`src/rtl/uart_tx_holding_fifo.sv`:
```
// Holding FIFO in front of the UART transmitter FSM.
// Buffers bytes from the UCLK-domain write logic. It offers one byte to the
// FSM whenever the FSM is idle. Each pop loads a holding register, so tx_data
// and parity_bit stay stable for the whole frame.
module uart_tx_holding_fifo #(
  parameter int DATA_WIDTH = 8,
  parameter int FIFO_DEPTH = 8
) (
  input  logic                          UCLK,
  input  logic                          reset,
  input  logic                          wr_en,
  input  logic [DATA_WIDTH-1:0]         wr_data,
  input  logic                          parity_type,
  input  logic                          busy,
  output logic                          data_valid,
  output logic [DATA_WIDTH-1:0]         tx_data,
  output logic                          parity_bit,
  output logic                          full,
  output logic                          empty,
  output logic [$clog2(FIFO_DEPTH):0]   fill_level,
  output logic                          overflow,
  input  logic                          overflow_clear
);

  localparam int AW = $clog2(FIFO_DEPTH);
  localparam int CW = AW + 1;

  logic [DATA_WIDTH-1:0] mem [FIFO_DEPTH];
  logic [AW-1:0]         wr_ptr;
  logic [AW-1:0]         rd_ptr;
  logic [CW-1:0]         count;
  logic                  wr_ok;
  logic                  pop;
  logic [DATA_WIDTH-1:0] head;

  // Flags and handshake are decoded from the pre-edge fill count.
  always_comb begin
    full       = (count == CW'(FIFO_DEPTH));
    empty      = (count == '0);
    data_valid = !empty && !busy;
    wr_ok      = wr_en && !full;
    pop        = data_valid;
    head       = mem[rd_ptr];
    fill_level = count;
  end

  // Storage array; contents are don't-care after reset, so it has no reset.
  always_ff @(posedge UCLK) begin
    if (wr_ok) mem[wr_ptr] <= wr_data;
  end

  // Pointers wrap naturally because the depth is a power of two.
  always_ff @(posedge UCLK or negedge reset) begin
    if (!reset) begin
      wr_ptr <= '0;
      rd_ptr <= '0;
    end else begin
      if (wr_ok) wr_ptr <= wr_ptr + AW'(1);
      if (pop)   rd_ptr <= rd_ptr + AW'(1);
    end
  end

  // Fill counter: a write and a pop on the same edge cancel out.
  always_ff @(posedge UCLK or negedge reset) begin
    if (!reset) begin
      count <= '0;
    end else begin
      case ({wr_ok, pop})
        2'b10:   count <= count + CW'(1);
        2'b01:   count <= count - CW'(1);
        default: count <= count;
      endcase
    end
  end

  // Holding register changes only on a pop. Parity uses the mode sampled at that moment.
  always_ff @(posedge UCLK or negedge reset) begin
    if (!reset) begin
      tx_data    <= '0;
      parity_bit <= 1'b0;
    end else if (pop) begin
      tx_data    <= head;
      parity_bit <= (^head) ^ parity_type;
    end
  end

  // Sticky overflow flag. A dropped write beats a clear on the same edge.
  always_ff @(posedge UCLK or negedge reset) begin
    if (!reset) begin
      overflow <= 1'b0;
    end else if (wr_en && full) begin
      overflow <= 1'b1;
    end else if (overflow_clear) begin
      overflow <= 1'b0;
    end
  end

endmodule

```
`config.mk`:
```
export PLATFORM = sky130hd
export DESIGN_NAME = uart_tx_holding_fifo
export DESIGN_NICKNAME = d
export VERILOG_FILES = /design/src/rtl/uart_tx_holding_fifo.sv
export SDC_FILE = /design/constraint.sdc
export NUM_CORES = 1
export LEC_CHECK = 0
export ABC_AREA = 0
export CORE_ASPECT_RATIO = 0.6
export CORE_MARGIN = 2
export CORE_UTILIZATION = 40
export CTS_BUF_LIST = sky130_fd_sc_hd__clkbuf_8
export CTS_CLUSTER_DIAMETER = 50
export DETAILED_ROUTE_END_ITERATION = 8
export SYNTH_ARGS = -nofsm -noshare
export SYNTH_HDL_FRONTEND = slang
export SYNTH_SLANG_ARGS = --single-unit
```
`constraint.sdc`:
```
create_clock -name UCLK -period 2.8 [get_ports UCLK]
set_input_delay 0.28 -clock UCLK [delete_from_list [all_inputs] [get_ports UCLK]]
set_output_delay 0.28 -clock UCLK [all_outputs]
set_load 0.005 [all_outputs]
```
==> results.cfg <==
[status]
status = complete, no violations

[finish]
fill_cells = 711
drive_gt1_share_pct = 22.0
layout_commonest_cell = edfxtp_1
final_core_util_pct = 49.6
diodes = 0
final_cell_mix = edfxtp_1 (64), clkdlybuf4s50_1 (30), dfrtp_1 (20)
finalNetCount = 261
syn_to_final_growth_pct = 22.0

[worst_setup_path]
startpoint = rd_ptr[0]
worstSetupEndpointType = flop
reg2reg_from = rd_ptr[0]
crit_type = reg -> reg
crit_path_top_delay_cell = mux4_2
max_stage_delay_ns = 0.52
crit_path_start_kind = flop
critical_path_required_ns = 3.03
cp_common_cell = xnor3_1
cp_max_fo = 14
cp_cell_sequence = buf_12 -> mux4_2 -> mux2i_2 -> xnor3_1 -> xnor3_1 -> mux2_1
arrival_ns = 2.79

[sta]
setup_viol = 0
layout_min_cycle_time_ns = 2.56
final.setup.tns_ns = 0
rsz0062_at_grt = false
fmax_mhz = 390
fin_crit_sh_pct = 91.5
slew_violations = 0
timing.slew.headroom_pct = 33.6
worst_pin_slew_ns = 0.992
hold_viol_final = 0
skew_ns = 0.00455

[global_routing]
gr-usage-all-layers_pct = 15.3
grt_overflow_total = 0
grt_max_degree = 22
grt_pass1_vias = 1693
antenna_found_initial = 0
grt_first_pass_wirelength_um = 9840

[drt]
viasPerCell = 4.85
wl_per_cell_um = 17.6
drtAntennaViolNets = 0
drt_iter0_drc = 154
via_count = 1737
post-route-drc-count = 0
wirelength_um = 6290
drtPass1Iterations = 4

[clock_tree]
cts_buffer_depth = 2
cts_tree = done
cts_made_buffers = 9
cts_num_sinks = 84
cts_setup_buffers = 0
htreeDepth = 3
clk_pin_slew_ns = 0.08
ctsHoldBuffers = 0
post_cts_resized = 0
cts-root-buf = clkbuf_8
insertion_delay_ns = 0.34

[die]
rows = 26
initial_utilization_pct = 40.7
coreArea_mm2 = 0.00839
pin_count = 31
dieArea_mm2 = 0.00931
fp.dieW_um = 123
die_h_um = 75.5

[power]
vdd_ir_drop_max_mv = 0.461
powerDensity_mw_per_mm2 = 1080
leakagePower_nw = 1.53

[synthesis]
yosys_most_used_dff = edfxtp_1
ys_seq_area_share_pct = 71.0
synth_warnings = 0
syn_area_per_cell_um2 = 18.3
netlist_instances = 186
async_flop_share_pct = 23.8
synth_cell_types = 28
syn_nets = 206
synth_edf_count = 64
syn_area_mm2 = 0.00341
synth-seq-cells = 84

[placed_design]
place_hpwl_um = 4440
gp_congestion = 0.726
portBuffers = 30

[run]
cap_viol_max_count = 0

[worst_hold_path]
hold_class = in -> async
-- metal layers --
metal | vias up | GRT usage, % | routed length [µm]
li1 | 818 | - | -
met1 | 865 | 23.9 | 3210
met2 | 50 | 20.5 | 2630
met3 | 4 | 4.79 | 418
met4 | 0 | 4.55 | 35
met5 | - | 0 | 0
-- cell usage after synthesis (all sizes together) (2+ instances only) --
master  number  share of area, %
nor3         2              0.29
inv          5              0.55
buf          4               1.0
dfrtp       20                15
mux2i        9               2.9
edfxtp      64                56
ha           5               1.8
nand2b       3              0.55
xnor2        4               1.0
nor2        16               1.8
clkbuf       2              0.22
nand2       11               1.2
o21ai        2              0.29
a21oi        9               1.3
xor2         3              0.77
mux2         2              0.66
xnor3        4               2.6
mux4        16                11
-- metrics by stage --
stage	cell area [µm²]	worst slack (ns)	total power, W	hold slack, ns	instances
2_1_floorplan	3410	0.356	0.00305	-0.0156	186
3_3_place_gp	3970	0.295	0.00371	0.503	342
3_5_place_dp	3970	0.264	0.00374	0.515	342
4_1_cts	4160	0.245	0.00457	0.460	358
5_1_grt	4160	0.162	0.00481	0.484	358
6_report	4160	0.238	0.00451	0.442	358
-- worst max-delay path, delay by kind of cell (launching register included) --
family,cells,cell delay (ns)
buffers and inverters,1,0.18
XOR/XNOR,2,0.74
multiplexers,3,1.13
flip-flops,1,0.39
-- path summary, 6_finish.rpt --
kind                                  to  slack (ns)  depth (start not counted)
max in group asynchronous      rd_ptr[0]        1.80                          1
hold reg to reg                 overflow        0.52                          2
hold / removal             fill_level[2]        0.44                          1
setup / recovery              parity_bit        0.24                          6
min in group UCLK               overflow        0.49                          2
setup reg to reg              parity_bit        0.24                          6
-- logic make-up after synthesis --
family	synth area share, %
adders and majority gates	2.42
xor gates and xnor gates	4.44
AOI/OAI and AO/OA	1.83
muxes	14.1
DFF	71.0
buffers and inverters	1.80
and+or+nand+nor	4.44
-- cell type report --
class | instances | area (µm²) | share of cell area [%]
tap | 112 | 140 | 3.37
multi-input combinational | 91 | 928 | 22.3
inverter | 5 | 18.8 | 0.451
clock buffer | 9 | 124 | 2.97
timing repair buffer | 50 | 463 | 11.1
clock inverter | 7 | 67.6 | 1.62
sequential | 84 | 2420 | 58.2
-- power by group --
part           switching, W  leakage [nW]  total (W)  internal (W)
Sequential         0.000186         0.813    0.00182       0.00164
Clock              0.000404        0.0926   0.000810      0.000406
Combinational      0.000753         0.620    0.00188       0.00113
-- flip-flops by register name, summed over array words and instances (netlist names) --
| register | flops |
|---|---|
| fill_level | 4 |
| mem | 64 |
| overflow | 1 |
| parity_bit | 1 |
| rd_ptr | 3 |
| tx_data | 8 |
| wr_ptr | 3 |
Note: power is estimated with default switching activity, not from simulation.
